## config.mk

```make
export PLATFORM = sky130hd
export DESIGN_NAME = result_writeback
export DESIGN_NICKNAME = d
export VERILOG_FILES = /design/src/rtl/result_writeback.sv
export SDC_FILE = /design/constraint.sdc
export NUM_CORES = 1
export LEC_CHECK = 0
export ABC_CLOCK_PERIOD_IN_PS = 8000
export CAP_MARGIN = 20
export CORE_MARGIN = 2
export CORE_UTILIZATION = 40
export DETAILED_ROUTE_END_ITERATION = 10
export DONT_BUFFER_PORTS = 1
export PLACE_DENSITY = 0.53
export SETUP_SLACK_MARGIN = 0.05
export SLEW_MARGIN = 0
export SYNTH_ARGS = -nofsm -noshare
export SYNTH_HDL_FRONTEND = slang
export SYNTH_SLANG_ARGS = --single-unit
```

## constraint.sdc

```tcl
create_clock -name clk -period 8 [get_ports clk]
set_input_delay 0.8 -clock clk [delete_from_list [all_inputs] [get_ports clk]]
set_output_delay 0.8 -clock clk [all_outputs]
set_load 0.01 [all_outputs]
```

## src/rtl/result_writeback.sv

```systemverilog
// -----------------------------------------------------------------------------
// result_writeback
//
// Write-back engine for the NPU datapath. On start it snapshots the PE
// accumulator results and latches base_addr, stride and relu_en. It then
// writes the results to memory as WORD_W-bit words, LANES results per word,
// through a registered req/ack write port. main_control triggers it at the
// end of each layer.
//
// Ports
//   clk          clock, all logic on the rising edge
//   rst          asynchronous, active-low reset
//   start        one-cycle request to begin write-back (sampled only in IDLE)
//   base_addr    address of word 0 (sampled with start)
//   stride       address increment between words (sampled with start)
//   relu_en      clamp negative results to zero (sampled with start)
//   results      flattened PE results; result i at [i*RES_W +: RES_W]
//   mem_wr_req   write request (registered)
//   mem_wr_addr  write address, stable while the request is pending
//   mem_wr_data  write data, stable while the request is pending
//   mem_wr_ack   memory accepts the write when req and ack are both 1
//   busy         high in every state except IDLE
//   done         one-cycle pulse after the last word has been accepted
//
// Optional build macro
//   WB_SKIP_ZERO_EN  when defined, a word whose post-ReLU lanes are all zero
//                    is not written. Its index and address slot are still
//                    consumed, so it costs a single PACK cycle.
// -----------------------------------------------------------------------------
module result_writeback #(
    parameter int NUM_RESULTS = 32,
    parameter int RES_W       = 16,
    parameter int WORD_W      = 64,
    parameter int ADDR_W      = 10
) (
    input  logic                          clk,
    input  logic                          rst,
    input  logic                          start,
    input  logic [ADDR_W-1:0]             base_addr,
    input  logic [ADDR_W-1:0]             stride,
    input  logic                          relu_en,
    input  logic [NUM_RESULTS*RES_W-1:0]  results,
    output logic                          mem_wr_req,
    output logic [ADDR_W-1:0]             mem_wr_addr,
    output logic [WORD_W-1:0]             mem_wr_data,
    input  logic                          mem_wr_ack,
    output logic                          busy,
    output logic                          done
);

    localparam int LANES     = WORD_W / RES_W;
    localparam int NUM_WORDS = NUM_RESULTS / LANES;
    localparam int IDX_W     = (NUM_WORDS > 1) ? $clog2(NUM_WORDS) : 1;

    typedef enum logic [1:0] {
        ST_IDLE,
        ST_PACK,
        ST_WRITE,
        ST_DONE
    } state_t;

    state_t                                      state_q, state_d;
    // Snapshot organised as [word][lane][bit]; this layout matches the flat
    // results bus bit for bit, so the capture is a plain assignment.
    logic [NUM_WORDS-1:0][LANES-1:0][RES_W-1:0]  snap_q, snap_d;
    logic [IDX_W-1:0]                            idx_q, idx_d;
    logic [ADDR_W-1:0]                           base_q, base_d;
    logic [ADDR_W-1:0]                           stride_q, stride_d;
    logic                                        relu_q, relu_d;
    logic                                        req_q, req_d;
    logic [ADDR_W-1:0]                           addr_q, addr_d;
    logic [WORD_W-1:0]                           data_q, data_d;
    logic                                        busy_q, busy_d;
    logic                                        done_q, done_d;

    // Word currently addressed by idx, before and after the ReLU clamp.
    logic [LANES-1:0][RES_W-1:0]                 lane_raw;
    logic [LANES-1:0][RES_W-1:0]                 lane_post;
    logic [ADDR_W-1:0]                           idx_ext;
    logic [ADDR_W-1:0]                           word_offset;
    logic [ADDR_W-1:0]                           word_addr;
    logic                                        last_word;
    logic                                        skip_word;

    generate
        for (genvar gi = 0; gi < LANES; gi++) begin : g_lane
            assign lane_raw[gi]  = snap_q[idx_q][gi];
            assign lane_post[gi] = (relu_q && lane_raw[gi][RES_W-1]) ? '0 : lane_raw[gi];
        end
    endgenerate

    // Address arithmetic is modulo 2^ADDR_W; overflow simply wraps.
    assign idx_ext     = ADDR_W'(idx_q);
    assign word_offset = idx_ext * stride_q;
    assign word_addr   = base_q + word_offset;
    assign last_word   = (idx_q == IDX_W'(NUM_WORDS - 1));

`ifdef WB_SKIP_ZERO_EN
    assign skip_word = (lane_post == '0);
`else
    assign skip_word = 1'b0;
`endif

    always_comb begin
        state_d  = state_q;
        snap_d   = snap_q;
        idx_d    = idx_q;
        base_d   = base_q;
        stride_d = stride_q;
        relu_d   = relu_q;
        req_d    = req_q;
        addr_d   = addr_q;
        data_d   = data_q;
        done_d   = 1'b0;

        case (state_q)
            ST_IDLE: begin
                if (start) begin
                    snap_d   = results;
                    base_d   = base_addr;
                    stride_d = stride;
                    relu_d   = relu_en;
                    idx_d    = '0;
                    state_d  = ST_PACK;
                end
            end

            ST_PACK: begin
                if (skip_word) begin
                    // Word is dropped but still consumes its index/address slot.
                    if (last_word) begin
                        done_d  = 1'b1;
                        state_d = ST_DONE;
                    end else begin
                        idx_d = idx_q + IDX_W'(1);
                    end
                end else begin
                    data_d  = lane_post;
                    addr_d  = word_addr;
                    req_d   = 1'b1;
                    state_d = ST_WRITE;
                end
            end

            ST_WRITE: begin
                // req is always high here, so ack alone marks acceptance.
                if (mem_wr_ack) begin
                    req_d = 1'b0;
                    if (last_word) begin
                        done_d  = 1'b1;
                        state_d = ST_DONE;
                    end else begin
                        idx_d   = idx_q + IDX_W'(1);
                        state_d = ST_PACK;
                    end
                end
            end

            ST_DONE: begin
                state_d = ST_IDLE;
            end

            default: begin
                state_d = ST_IDLE;
                req_d   = 1'b0;
            end
        endcase

        busy_d = (state_d != ST_IDLE);
    end

    always_ff @(posedge clk or negedge rst) begin
        if (!rst) begin
            state_q  <= ST_IDLE;
            snap_q   <= '0;
            idx_q    <= '0;
            base_q   <= '0;
            stride_q <= '0;
            relu_q   <= 1'b0;
            req_q    <= 1'b0;
            addr_q   <= '0;
            data_q   <= '0;
            busy_q   <= 1'b0;
            done_q   <= 1'b0;
        end else begin
            state_q  <= state_d;
            snap_q   <= snap_d;
            idx_q    <= idx_d;
            base_q   <= base_d;
            stride_q <= stride_d;
            relu_q   <= relu_d;
            req_q    <= req_d;
            addr_q   <= addr_d;
            data_q   <= data_d;
            busy_q   <= busy_d;
            done_q   <= done_d;
        end
    end

    assign mem_wr_req  = req_q;
    assign mem_wr_addr = addr_q;
    assign mem_wr_data = data_q;
    assign busy        = busy_q;
    assign done        = done_q;

endmodule

```

Word-level counts from Yosys, hierarchy flattened
Index checks and enable logic that the tools add are counted.
{"block": "word_totals", "inputBits": 537, "word_cells": 83, "register_bits": 615}
{"block": "classes", "magnitude_cmp": 1, "addsub": 2, "n_reduce_logical": 11, "n_mul": 1, "muxes": 19, "n_eq_ne": 7}
{"operator": "$bmux W64 S3", "count": 1}
{"operator": "$mux W16", "count": 4}
{"operator": "$mux W64", "count": 1}
{"operator": "$add A10 B10 Y10", "count": 1}
{"operator": "$mul A3 B10 Y10", "count": 1}
{"operator": "$mux W3", "count": 3}
{"operator": "$pmux W2 S4", "count": 1}
{"operator": "$mux W2", "count": 3}
{"operator": "$ne A2 B2 Y1 const B", "count": 3}
{"operator": "$pmux W3 S2", "count": 1}
{"operator": "$reduce_bool A2 Y1", "count": 3}
{"operator": "$eq A2 B2 Y1 const B", "count": 2}
{"operator": "$logic_and A1 B1 Y1", "count": 4}
{"operator": "$lt A3 B4 Y1 const B", "count": 1}
{"operator": "$mux W1", "count": 4}
{"operator": "$reduce_and A2 Y1", "count": 2}
{"operator": "$reduce_and A4 Y1", "count": 1}
{"operator": "$add A3 B1 Y3 const B", "count": 1}
{"operator": "$eq A3 B3 Y1 const B", "count": 1}
{"operator": "$eq A2 B1 Y1 const B", "count": 1}
{"operator": "$logic_not A2 Y1", "count": 1}
{"operator": "$pmux W1 S2", "count": 1}

Logic depth before layout (Yosys ltp)
{"block": "logic_depth", "ltp_word": 5, "depth_mapped": 16, "depth_no_buf": 11}

Worst setup path before layout
OpenSTA, ideal clock, no wires.
{"block": "synth_path", "kind": "flip-flop to flip-flop", "from": "register idx_q[0]", "to": "register addr_q[8], in the netlist mem_wr_addr[8]", "path_stages_with_launch": 16, "path_slack_ns": 4.060, "required_ns": 7.870, "period_less_slack_ns": 3.940, "n_path_buf": 5, "arrival_time_ns": 3.809, "path_cell_list": "dfrtp_1 > buf_6 > buf_8 > buf_2 > buf_2 > clkbuf_1 > nand2_1 > fa_1 > inv_1 > fa_1 > ha_1 > a21o_1 > a21o_1 > a2111oi_0 > nor4_1 > nand3b_1"}
{"block": "synth_between", "elab_chain_cells": 2}
{"element": "start, declared", "line_no": "66", "rtl": "logic [IDX_W-1:0] idx_q, idx_d;"}
{"element": "start signal, assigned", "line_no": "188", "rtl": "idx_q <= idx_d;"}
{"element": "$mul A3 B10 Y10", "line_no": "94", "rtl": "assign word_offset = idx_ext * stride_q;"}
{"element": "$add A10 B10 Y10", "line_no": "95", "rtl": "assign word_addr = base_q + word_offset;"}
{"element": "end signal, assigned", "line_no": "193", "rtl": "addr_q <= addr_d;"}
{"element": "end, declared", "line_no": "71", "rtl": "logic [ADDR_W-1:0] addr_q, addr_d;"}
Every way passes these cells.
A chain may end at the register's enable or synchronous reset.

Worst setup path in the final report
{"block": "layout_path", "from": "register idx_q[0]", "to": "register addr_q[9], in the netlist mem_wr_addr[9]"}
The elaborated chain is that of the path after synthesis.

==> results.md <==
* Run status: complete, but fails checks
* Failing checks: hold timing, slew limit
* CP delay by family, top: adder cells
* Buffers on Ports at 0
* Max FO, Critical Path at 100
* CP Class: flop to flop
* Final setup fails at 0
* Yosys warnings at 0
* Die Span Y at 266 um
* Post-Syn Nets at 3433
* GRT overflow at 0
* Multi-input gate area at 0.0112 sq mm
* Final Slew Violations at 478
* Top_reg_cell synth: dfrtp_1
* Final hold viol count at 37
* Clock Tree Root: clkbuf_16
* Synth top area share at 56.0%
* Syn-to-layout area delta at 11.3%
* Mapped cell area at 0.0275 sq mm
* Tmin final at 4340 ps
* CTS buffer count at 70
* Crit-path slowest cell: dfrtp_4
* Share of power burned in registers at 42.9%
* Htree depth at 3
* Worst slew pin tran at 4020 ps
* Leakage at 0.0152 uW
* CORE AREA at 0.0682 sq mm
* Worst slew margin at -168%
* Sequential cell area at 0.0154 sq mm
* Seq/Total Area, Yosys at 56.0%
* Register bit total from synthesis at 615
* Total Routing Usage GR at 23.0%
* Net Switching at 4680 uW
* Gate power share at 30.8%
* Post-synth EDFFs at 0
* Number of I/O pins at 614
* DIE AREA at 0.0708 sq mm
* Asr flop ratio synth at 100%
* Antenna violation net count after detailed routing at 0
* Reg clk slew, reported paths at 60 ps
* Peak supply drop at 0.000229 V
* Crit path cell chain: buf_12 > nand2_1 > fa_1 > fa_1 > inv_1 > ha_1 > o21a_1 > nor2_1 > or4_1 > nand3_1
* Synthesized netlist cell count at 2868
* Post-synth top area cell: dfrtp_1
* Data required time of the worst path at 8530 ps
* Average wire per standard cell at 21.7 um
* Crit path capture type: flop
* Initial antenna violation count at 27
* CTS tree: done
* Clock sink total at 615
* Final core utilization at 44.8%
* WL final at 81100 um
* First-pass GRT wire length at 123000 um
* Share of cells above drive strength 1 at 9.56%
* Max-cap violations at 0
* Drt drc at 0
* Synth cell types at 46
* Initial Util at 40.2%
* Clock Skew at 28.4 ps
* Post-route setup TNS at 0 ps
* Vias in the first global route at 19800
* Worst path buffer plus inverter count at 2
* Final Cycle Share at 54.3%
* Drt first pass iters at 5
* DIE WIDTH at 266 um
* Post-synthesis average cell area at 9.57 sq um
* Most common cell after layout, fill and taps aside: nand2_1
* Setup Buffers After CTS at 0
* Startpoint class of the critical path: flop
* P_int at 8470 uW
* Row count at 96
* Most frequent cells in the layout: 1668 x nand2_1, 612 x dfrtp_1, 128 x mux4_2
* Worst-skew pair later-pin latency at 610 ps
* Maximum root-to-sink buffer count at 3
* Post-cts resize count at 0
* Via/cell ratio at 5.18
* Worst Hold Class: input pin to async pin
* Total number of vias at 19300
* Placed inst area at 0.0280 sq mm
* Nets at 3347
* Most used cell, CP: fa_1
* Max frequency at 230 MHz
* Hpwl dp at 55500 um
* Overall Power at 13200 uW
* Worst EP arrival at 4870 ps
* DRT iter0 DRCs at 1456
* Unrepaired setup endpoints after global routing: false
* Area contributors post-synth: dfrtp_1 56%, nand2_1 23%, mux4_2 10%
* Largest net degree at the start of global routing at 616
* Pwr per Cell Area at 430 mW/mm^2
* Routability cong. at 0.869
* Clk pwr share at 26.2%
* Filler cell count at 6557
* Max incr delay on CP at 990 ps
* Layout Cell Area excl Fill at 0.0306 sq mm
* Hold slack at -98.3 ps
* Sw Share at 35.6%
==> cells by family after synthesis <==
kind of cell               after synthesis  share of synthesized area [%]
DFF                                    615                           56.0
xor gates and xnor gates                 8                          0.333
adders and majority gates               28                           1.69
buffers and inverters                  206                           3.12
muxes                                  196                           13.0
and+or+nand+nor                       1715                           23.9
AOI/OAI and AO/OA                      100                           1.96
==> area by class of cell <==
type | count | share of cell area, %
diodes | 15 | 0.123
clock buffers | 103 | 6.93
clock inverters | 23 | 1.20
inverters | 33 | 0.405
multi-input cells | 2047 | 36.7
flip-flops and latches | 615 | 50.4
well taps | 882 | 3.61
repair buffers | 15 | 0.614
==> state kept, by name, summed over array words and instances, names as in the netlist <==
name and flops:
idx_q 3, relu_q 1, done 1, snap_q 512, base_q 10, state_q 2
busy 1, mem_wr_req 1, stride_q 10, mem_wr_addr 10, mem_wr_data 64
==> final timing paths <==
kind | cells past startpoint | startpoint | slack, ps | endpoint
hold reg to reg | 2 | snap_q[469] | 470 | snap_q[469]
setup reg to reg | 10 | idx_q[0] | 3660 | mem_wr_addr[9]
setup / recovery | 10 | idx_q[0] | 3660 | mem_wr_addr[9]
hold / removal | 0 | rst | -100 | snap_q[79]
min in group clk | 2 | results[507] | 290 | snap_q[507]
max in group asynchronous | 0 | rst | 4370 | idx_q[2]
==> metrics by stage <==
| step | setup slack [ps] | std cells |
|---|---|---|
| finish | 3660 | 3733 |
| global route | 3290 | 3727 |
| CTS | 3690 | 3717 |
| detailed placement | 3700 | 3591 |
| global placement | 3750 | 3591 |
| floorplan | 4060 | 2868 |
==> per-layer routing <==
| layer | vias up | wire length (um) | global-route usage (%) |
|---|---|---|---|
| li1 | 8972 | - | - |
| met1 | 9585 | 33000 | 29.7 |
| met2 | 600 | 38400 | 36.1 |
| met3 | 147 | 7050 | 7.82 |
| met4 | 28 | 2390 | 8.03 |
| met5 | - | 185 | 0 |
==> Yosys cell counts, drive strengths merged, types with 2 or more instances <==
library cell / instances
mux4: 128
nand3: 3
clkbuf: 135
mux2i: 64
ha: 13
fa: 15
o21bai: 4
inv: 33
dfrtp: 615
nor2: 4
o21ai: 80
nand2b: 2
nand2: 1671
buf: 38
or2: 2
a21o: 4
a21oi: 7
and2: 18
mux2: 4
nor3: 2
or4: 2
xnor2: 6
nor3b: 5
==> power by group through the flow <==
| stage | clock, uW | sequential [uW] | combinational [uW] |
|---|---|---|---|
| floorplan | 0 | 5210 | 3340 |
| global placement | 0 | 5620 | 4010 |
| detailed placement | 0 | 5680 | 4110 |
| CTS | 3540 | 5650 | 4120 |
| global route | 3660 | 5810 | 4630 |
| finish | 3450 | 5640 | 4060 |
(Power assumes the default switching activity.)
